[src/rtl/stat_counter_bank.sv]
// Multi-channel statistics counter bank: per-channel variable increments, wrap or saturate,
// sticky overflow, atomic snapshot into a shadow bank and a registered control-plane read port.
module stat_counter_bank #(
    parameter int Channels    = 4,
    parameter int Width       = 32,
    parameter int IncWidth    = 16,
    parameter int Saturate    = 0,
    parameter int ClearOnSnap = 0,
    localparam int SelW       = (Channels > 1) ? $clog2(Channels) : 1
) (
    input  logic                         clk_i,
    input  logic                         rst_i,
    input  logic [Channels-1:0]          inc_valid_i,
    input  logic [Channels*IncWidth-1:0] inc_amt_i,
    input  logic                         clr_i,
    input  logic                         snap_i,
    input  logic                         rd_req_i,
    input  logic [SelW-1:0]              rd_sel_i,
    output logic [Width-1:0]             rd_data_o,
    output logic                         rd_valid_o,
    output logic [Channels-1:0]          ovf_o
);

    localparam logic [Width-1:0] AllOnes = {Width{1'b1}};
    localparam logic [Width-1:0] Zero    = {Width{1'b0}};

    logic [Width-1:0]    live_q   [Channels];
    logic [Width-1:0]    live_d   [Channels];
    logic [Width-1:0]    shadow_q [Channels];
    logic [Width-1:0]    shadow_d [Channels];
    logic [Width-1:0]    amt_s    [Channels];
    logic [Width:0]      sum_s    [Channels];
    logic [Channels-1:0] ovf_q;
    logic [Channels-1:0] ovf_d;
    logic [Width-1:0]    rd_mux_s;
    logic [Width-1:0]    rd_data_q;
    logic [Width-1:0]    rd_data_d;
    logic                rd_valid_q;
    logic                rd_valid_d;

    // Per-channel next state: one Width+1 bit adder, clear beats snapshot-restart beats increment.
    always_comb begin
        ovf_d = ovf_q;
        for (int n = 0; n < Channels; n++) begin
            // Gating the amount by its strobe lets the idle case share the same adder (adds zero).
            amt_s[n]    = inc_valid_i[n] ? Width'(inc_amt_i[n*IncWidth +: IncWidth]) : Zero;
            sum_s[n]    = {1'b0, live_q[n]} + {1'b0, amt_s[n]};
            shadow_d[n] = snap_i ? live_q[n] : shadow_q[n];
            if (clr_i) begin
                live_d[n] = Zero;
                ovf_d[n]  = 1'b0;
            end else if (snap_i && (ClearOnSnap != 0)) begin
                live_d[n] = amt_s[n];
                ovf_d[n]  = 1'b0;
            end else if (sum_s[n][Width]) begin
                live_d[n] = (Saturate != 0) ? AllOnes : sum_s[n][Width-1:0];
                ovf_d[n]  = 1'b1;
            end else begin
                live_d[n] = sum_s[n][Width-1:0];
                ovf_d[n]  = ovf_q[n];
            end
        end
    end

    // Shadow read mux; an unmatched (out-of-range) select leaves the result at zero.
    always_comb begin
        rd_mux_s = Zero;
        for (int n = 0; n < Channels; n++) begin
            rd_mux_s = rd_mux_s | (shadow_q[n] & {Width{rd_sel_i == SelW'(n)}});
        end
        rd_valid_d = rd_req_i;
        rd_data_d  = rd_req_i ? rd_mux_s : rd_data_q;
    end

    // State and output registers with synchronous reset.
    always_ff @(posedge clk_i) begin
        if (rst_i) begin
            for (int n = 0; n < Channels; n++) begin
                live_q[n]   <= Zero;
                shadow_q[n] <= Zero;
            end
            ovf_q      <= {Channels{1'b0}};
            rd_data_q  <= Zero;
            rd_valid_q <= 1'b0;
        end else begin
            for (int n = 0; n < Channels; n++) begin
                live_q[n]   <= live_d[n];
                shadow_q[n] <= shadow_d[n];
            end
            ovf_q      <= ovf_d;
            rd_data_q  <= rd_data_d;
            rd_valid_q <= rd_valid_d;
        end
    end

    assign rd_data_o  = rd_data_q;
    assign rd_valid_o = rd_valid_q;
    assign ovf_o      = ovf_q;

endmodule
[config.mk]
export PLATFORM = sky130hd
export DESIGN_NAME = stat_counter_bank
export DESIGN_NICKNAME = d
export VERILOG_FILES = /design/src/rtl/stat_counter_bank.sv
export SDC_FILE = /design/constraint.sdc
export NUM_CORES = 1
export LEC_CHECK = 0
export ABC_AREA = 1
export BUFFER_PORTS_ARGS = -buffer_cell sky130_fd_sc_hd__buf_2
export CAP_MARGIN = 20
export CORE_ASPECT_RATIO = 1.1
export CORE_MARGIN = 2
export CORE_UTILIZATION = 30
export DETAILED_ROUTE_END_ITERATION = 8
export PLACE_DENSITY = 0.43
export SKIP_CTS_REPAIR_TIMING = 1
export SYNTH_ARGS = -nofsm -noshare
export SYNTH_HDL_FRONTEND = slang
export SYNTH_SLANG_ARGS = --single-unit
[constraint.sdc]
create_clock -name clk_i -period 1.9 [get_ports clk_i]
set_input_delay 0.095 -clock clk_i [delete_from_list [all_inputs] [get_ports clk_i]]
set_output_delay 0.095 -clock clk_i [all_outputs]
set_load 0.1 [all_outputs]
## Word level (Yosys, flattened, before mapping)

Memories as Yosys holds them, arrays and structs flattened.
Index checks and enable logic that the tools add are counted.

- Memories: 2
- Output and inout bits: 37
- RAM bits: 256
- Register bits after elaboration: 37

Memory list:

| memory | words | bits a word | read ports | clocked after Yosys merged registers in | wr ports | RTL line | text |
|---|---|---|---|---|---|---|---|
| live_q | 4 | 32 | 4 | 0 | 4 | 27 | `logic [Width-1:0] live_q [Channels];` |
| shadow_q | 4 | 32 | 4 | 0 | 4 | 29 | `logic [Width-1:0] shadow_q [Channels];` |

- Bitwise logic cells: 15
- Equal/unequal tests: 3
- Muxes and demuxes: 23
- Reductions and logical operators: 2
- $add $sub $neg: 4

Operators with widths:

| cell | count |
|---|---|
| $mux 32 | 16 |
| $add 32x16->33 | 4 |
| $and 32x32->32 | 4 |
| $or 32x32->32 | 3 |
| $mux 16 | 4 |
| $or 1x1->1 | 8 |
| $eq 2x2->1 const B | 2 |
| $mux 1 | 3 |
| $eq 2x1->1 const B | 1 |
| $logic_not 2->1 | 1 |
| $reduce_or 2->1 | 1 |

## Logic depth before layout (Yosys ltp)

Gate-level depths: netlist (run 1).

- Word-level depth: 5
- Gate-level depth with buffers: 17

## Least setup slack after synthesis (run 1)

No wires, ideal clock.

- Path kind: input to register
- From: in inc_valid_i[2]
- To: mem live_q[2][26]
- Data required time: 1785 ps
- Buffers on the path: 2
- Stages: 16
- Data arrival time: 1850 ps
- Setup slack: -65 ps
- Setup time: 115 ps
- Cells stage by stage: clkbuf_1 clkbuf_1 nand2_1 inv_1 ha_1 fa_1 nand2_1 nand3_1 nand3_1 nand2_1 nand2_1 nand2_1 nand2_1 nand3_1 nand2_1 nor2_1

RTL lines:

| element | RTL line | text |
|---|---|---|
| start: declaration | 13 | `input logic [Channels-1:0] inc_valid_i,` |
| end: declaration | 27 |  |

==> results of run 1 <==
[power groups by stage]
stage,clock [mW],sequential (mW),combinational (mW)
5_1_grt,7.62,6.61,2.36
4_1_cts,7.43,6.57,2.02
3_5_place_dp,0,6.70,2.00
3_3_place_gp,0,6.71,1.99
6_report,7.21,6.59,2.13
2_1_floorplan,0,6.94,0.984
[layout make-up]
type                    instances  area, sq um
flip-flops and latches        293         5870
fillers                      6133        34300
multi-input cells            1855         9740
clock buffers                  56         1140
well taps                     744          931
repair buffers                296         2080
clock inverters                 9         76.3
inverters                     440         1660
[worst max path at each step]
stage	from	to	slack [ns]	cells past startpoint
floorplan	inc_valid_i[2]	live_q[2][26]$_SDFF_PP0_	0.05	16
global placement	live_q[0][0]$_SDFF_PP0_	ovf_o[0]$_SDFFE_PP0P_	-0.12	11
detailed placement	inc_valid_i[3]	live_q[3][19]$_SDFF_PP0_	-0.13	14
CTS	live_q[1][0]$_SDFF_PP0_	live_q[1][28]$_SDFF_PP0_	-0.13	12
global route	live_q[3][0]$_SDFF_PP0_	live_q[3][20]$_SDFF_PP0_	-0.07	13
finish	live_q[1][13]$_SDFF_PP0_	live_q[1][27]$_SDFF_PP0_	0.07	11
[logic make-up after synthesis]
logic type      count (synthesis)  synth area share (%)
simple gates                 1262                  31.4
flops                         293                  34.8
compound gates                525                  16.5
fa+ha+maj                      68                  5.23
buf+inv                       535                  12.1
[registers in the layout, summed over array words and instances, names as in the netlist]
signal / cells
live_q: 128
shadow_q: 128
rd_data_o: 32
ovf_o: 4
rd_valid_o: 1
[metal layers]
| layer | global-route usage [%] | part of all wire [%] | vias up | wire length, um |
|---|---|---|---|---|
| met5 | 0 | 0 | - | 0 |
| met4 | 6.16 | 2.8 | 0 | 1680 |
| met3 | 2.53 | 2.9 | 70 | 1770 |
| met2 | 34.5 | 47 | 269 | 28000 |
| met1 | 26.9 | 48 | 7872 | 28800 |
| li1 | - | - | 9061 | - |
[through the flow]
stage               hold slack, ns  total power, mW  instance area, sq um  instances
finish                     -0.0229             15.9                 21500       3693
global route               0.00715             16.6                 21500       3693
CTS                         -0.246             16.0                 20600       3684
detailed placement           0.362             8.71                 19400       3619
global placement             0.352             8.70                 19400       3619
floorplan                    0.167             7.92                 16900       2683
[worst reg2reg max path, cell delays in order (launching register included)]
cell     delay (ns)
dfxtp_1        0.34
ha_1           0.36
nand2_1        0.13
inv_1          0.07
nand2_1        0.09
nand2_1        0.09
a21oi_1        0.28
inv_1          0.09
nand2_1        0.10
nand3_1        0.08
nand2_1        0.06
nor2_1         0.04
[synth_stat cells (5+ instances only)]
cell type / n / share of area, %
nand2_1: 661 / 15
inv_1: 430 / 9.6
nor2_1: 295 / 6.6
dfxtp_1: 293 / 35
a21oi_1: 243 / 7.2
o21ai_0: 206 / 6.1
nand3_1: 202 / 6.0
clkbuf_1: 74 / 1.6
ha_1: 64 / 4.8
nand4_1: 31 / 1.2
a31oi_1: 26 / 0.97
nor3_1: 19 / 0.56
nor2_2: 17 / 0.63
o22ai_1: 16 / 0.59
buf_2: 15 / 0.45
o21bai_1: 12 / 0.53
inv_2: 10 / 0.22
and2_1: 9 / 0.33
o21a_1: 9 / 0.40
nand2_2: 8 / 0.30
o2111a_1: 7 / 0.47
buf_1: 5 / 0.11
==> results.toml, run 1 <==
[cts]
htree_levels = 2
cts_root_buffer = "clkbuf_16"
clk_path_buf_depth = 3
cts_tree = "done"
cts_sinks = 293
clk_latency_ns = 0.55
cts.clk_slew.worst_paths_ns = 0.06
cts_buffers = 38

[die]
ioPinCount = 112
start_util_pct = 30.2
chipHeight_um = 253
die_w_um = 230
rows = 91
fp.dieArea_sq_um = 58100
core_region_area_sq_um = 55800

[layout]
layout-drive-gt1-share_pct = 18.1
final_nets = 3067
syn2layout_area_growth_pct = 27.6
fin_util_pct = 38.5
layout_commonest_cell = "nand2_1"
diodes = 0
most-common-layout-cells = "616 x nand2_1, 429 x inv_1, 287 x dfxtp_1, 282 x nor2_1, 233 x a21oi_1"

[synth]
syn_nets = 2826
synth-seq-cells = 293
synth_edf_count = 0
ys_types = 37
seq_area_frac_synth_pct = 34.8
synth_top_flop_cell = "dfxtp_1"
async_flop_share_pct = 0
yosys_warnings = 0
syn_inst = 2683
netlist_area_sq_um = 16900
syn_avg_cell_area_sq_um = 6.28

[grt]
grt_usage_pct = 20.3
grt_pass1_wl_um = 92100
grt_max_degree = 141
antenna_found_initial = 1
grt_pass1_vias = 16400
grt.overflow.total = 0

[placed_design]
portBuffers = 111
globalplace.congestion = 0.906
place_ws_ns = -0.134
place_hpwl_um = 46500

[routing]
dr_total_vias = 17300
routedWlPerCell_um = 16.3
firstDrtPassIters = 6
via_per_inst = 4.68
drtIter0Drc = 963
antenna_left = 0
wl_um = 60300
drt_drc_violations_left = 0

[setup_path]
crit_chain = "ha_1 > nand2_1 > inv_1 > nand2_1 > nand2_1 > a21oi_1 > inv_1 > nand2_1 > nand3_1 > nand2_1 > nor2_1"
critPathArrivalTime_ns = 2.26
r2r_start = "live_q[1][13]$_SDFF_PP0_"
cp-start-kind = "flip-flop"
critPathCaptureType = "flip-flop"
reg2reg_setup_slack_ns = 0.07
path_class = "reg2reg"
cp_top_family = "simple AND/OR/NAND/NOR gates"
crit_path_max_fanout = 4
critPathSlowestCell = "ha_1"
required_ns = 2.34
worstReg2RegEnd = "live_q[1][27]$_SDFF_PP0_"
crit_path_frequent_cell = "nand2_1"
crit_buf_inv = 2
ff2ff_path_depth = 11
cpPeakStageDelay_ns = 0.36

[run_status]
violations = "hold timing"
status = "finished, violations left"

[worst_hold_path]
worstHoldEndpoint = "rd_data_o[8]$_SDFFE_PP0P_"
worstHoldStart = "rd_sel_i[1]"
hold_path_depth = 3
worst_hold_path_type = "in2reg"

[power]
power_frac_seq_pct = 41.4
ir_worst_vdd_mv = 0.442
p_switching_mw = 4.50
p_leak_nw = 10.4
comb_power_share_pct = 13.4
p_int_mw = 11.4
clockPowerShare_pct = 45.3
switching_share_pct = 28.3
powerDensity_nw_per_um2 = 741

[sta]
setup_violations = 0
finalMaxSlewViolations = 0
period_needed_ns = 1.83
rsz0062_at_grt = "true"
max_slew_margin_pct = 41.3
tightest_slew_ns = 0.872
final_hold_viol_count = 3
final.setup.tns_ns = 0
fin_ws_ns = 0.0740
fin_crit_sh_pct = 96.1
max_freq_mhz = 548
holdWs_ns = -0.0229
skew_ns = 0.0163

[run]
max_cap_viol_count = 0
(Power assumes the default switching activity.)
==> run 2: changes to the inputs <==
--- a/config.mk
+++ b/config.mk
@@ -5,7 +5,6 @@
 export SDC_FILE = /design/constraint.sdc
 export NUM_CORES = 1
 export LEC_CHECK = 0
-export ABC_AREA = 1
 export BUFFER_PORTS_ARGS = -buffer_cell sky130_fd_sc_hd__buf_2
 export CAP_MARGIN = 20
 export CORE_ASPECT_RATIO = 1.1
==> run 2 against run 1 <==
  * The flow finishes with violations (setup timing)
  * Area after synthesis shrank 14%
  * Largest cell class unchanged
  * Critical path depth shrank 2
  * Final cell count shrank 31%
  * Combinational power shrank 16%
  * Core utilization grew 4.4 points
  * Clock-buffer cell count shrank 7
==> results.toml, run 2 <==
[setup_path]
path_class = "reg2reg"
crit_buf_inv = 0
cp-start-kind = "flip-flop"
critPathArrivalTime_ns = 2.68
cp_top_family = "simple AND/OR/NAND/NOR gates"
critPathCaptureType = "flip-flop"
crit_chain = "ha_4 > fa_2 > a211oi_4 > o211ai_2 > nand4_2 > a21oi_4 > nor2_4 > or4_1 > a21oi_1"
cpPeakStageDelay_ns = 0.47
required_ns = 2.36
critPathSlowestCell = "or4_1"
crit_path_max_fanout = 7

[die]
start_util_pct = 30.3
chipHeight_um = 234
core_region_area_sq_um = 47700
fp.dieArea_sq_um = 49900
die_w_um = 213
rows = 84
ioPinCount = 112

[power]
p_int_mw = 11.3
p_leak_nw = 8.50
ir_worst_vdd_mv = 0.391
powerDensity_nw_per_um2 = 733
finalPower_mw = 15.0
clockPowerShare_pct = 46.0
power_frac_seq_pct = 42.1
switching_share_pct = 24.7
comb_power_share_pct = 11.9
p_switching_mw = 3.71

[cts]
cts_sinks = 293
htree_levels = 2
cts.clk_slew.worst_paths_ns = 0.06
cts_tree = "done"
clk_latency_ns = 0.53
cts_root_buffer = "clkbuf_16"
clk_path_buf_depth = 3
cts_buffers = 35

[routing]
antenna_left = 0
dr_total_vias = 11900
drt_drc_violations_left = 0
firstDrtPassIters = 5
wl_um = 42300
via_per_inst = 4.66
drtIter0Drc = 459
routedWlPerCell_um = 16.6

[synth]
synth_edf_count = 0
async_flop_share_pct = 0
yosys_warnings = 0
synth_top_flop_cell = "dfxtp_1"
netlist_area_sq_um = 14500
ys_types = 66
synth_most_common_cell = "dfxtp_1"
ys_top_cells_by_count = "293 x dfxtp_1, 288 x nor2_1, 173 x mux2i_1"
yosys-top-cells-area = "dfxtp_1 41%, mux2i_1 12%, nor2_1 7.5%"
synth_top_cell_area_share_pct = 40.6
syn_nets = 1668
yosysTopAreaCell = "dfxtp_1"
syn_avg_cell_area_sq_um = 9.48
syn_inst = 1525
synth-seq-cells = 293
seq_area_frac_synth_pct = 40.6

[run_status]
status = "finished, violations left"
violations = "setup timing"

[sta]
max_slew_margin_pct = 62.7
tightest_slew_ns = 0.559
period_needed_ns = 2.22
skew_ns = 0.0206
max_freq_mhz = 450
setup_violations = 88
final.setup.tns_ns = -14.03
fin_crit_sh_pct = 117
final_hold_viol_count = 0
rsz0062_at_grt = "true"
finalMaxSlewViolations = 0
fin_ws_ns = -0.321

[worst_hold_path]
worst_hold_path_type = "in2reg"

[layout]
fin_util_pct = 42.9
layout-drive-gt1-share_pct = 35.9
final_nets = 2017
final_cell_count_no_fill = 2543
syn2layout_area_growth_pct = 41.8
layout_commonest_cell = "nor2_1"
most-common-layout-cells = "275 x nor2_1, 273 x dfxtp_1, 236 x buf_4, 173 x mux2i_1, 109 x buf_2"
diodes = 0

[grt]
grt_max_degree = 104
antenna_found_initial = 0
grt_usage_pct = 16.4
grt_pass1_wl_um = 63700
grt_pass1_vias = 11300
grt.overflow.total = 0

[placed_design]
place_ws_ns = -0.467
placed_cells = 2449
portBuffers = 111
globalplace.congestion = 0.838
place_hpwl_um = 31000

[run]
max_cap_viol_count = 0
-- run 2: changes by cell type in the layout (fill, tap and decap cells not counted), sizes merged, moves of 166 or more --
cell / change
mux2i: +173
inv: -420
o21ai: -166
nand2: -596
a21oi: -174
nand3: -181
-- run 2: kinds of logic after synthesis --
family,count (synthesis),share of synthesized area [%]
multiplexers,205,17.0
AND/OR/NAND/NOR,558,17.9
buffers and inverters,87,2.34
adder cells (fa/ha/maj),68,6.09
flip-flops,293,40.6
AO/OA/AOI/OAI,230,11.0
XOR/XNOR,84,5.09
-- run 2: area by class of cell --
cell class,count,area [sq um]
clock buffer,49,990
clock inverter,12,186
fill,4759,27200
inverter,17,63.8
multi-input combinational,1145,9670
sequential,293,5920
tap,645,807
timing repair buffer,382,2860
-- run 2: routing by layer --
layer | track usage [%] | up-vias | share of wire [%]
li1 | - | 6061 | -
met1 | 23.8 | 5580 | 50
met2 | 25.4 | 167 | 45
met3 | 2.12 | 49 | 3.4
met4 | 4.49 | 0 | 1.9
met5 | 0 | - | 0
-- run 2: power groups by stage --
| stage | sequential, mW | combinational (mW) | clock (mW) |
|---|---|---|---|
| after floorplan | 6.46 | 0.950 | 0 |
| after global placement | 6.46 | 1.63 | 0 |
| after detailed placement | 6.46 | 1.63 | 0 |
| after CTS | 6.32 | 1.64 | 7.15 |
| after global routing | 6.33 | 1.95 | 7.38 |
| final | 6.32 | 1.79 | 6.91 |
-- run 2: path summary, 6_finish.rpt --
path / start / to / slack [ns] / cells after the start
hold reg to reg: ovf_o[0]$_SDFFE_PP0P_ / ovf_o[0]$_SDFFE_PP0P_ / 0.47 / 1
setup reg to reg: live_q[2][0]$_SDFF_PP0_ / live_q[2][30]$_SDFF_PP0_ / -0.32 / 9
setup / recovery: live_q[2][0]$_SDFF_PP0_ / live_q[2][30]$_SDFF_PP0_ / -0.32 / 9
hold / removal: inc_amt_i[32] / live_q[2][0]$_SDFF_PP0_ / 0.04 / 4
-- run 2: worst register-to-register path, stage by stage, from the launching register on --
cell,delay [ns]
dfxtp_4,0.35
ha_4,0.13
fa_2,0.23
a211oi_4,0.08
o211ai_2,0.22
nand4_2,0.18
a21oi_4,0.26
nor2_4,0.09
or4_1,0.47
a21oi_1,0.14
-- run 2: metrics by stage --
step	cell area, sq um	hold WS [ns]
6_report	20500	0.0361
5_1_grt	20500	0.0444
4_1_cts	19200	-0.149
3_5_place_dp	18000	0.412
3_3_place_gp	18000	0.409
2_1_floorplan	14900	0.278
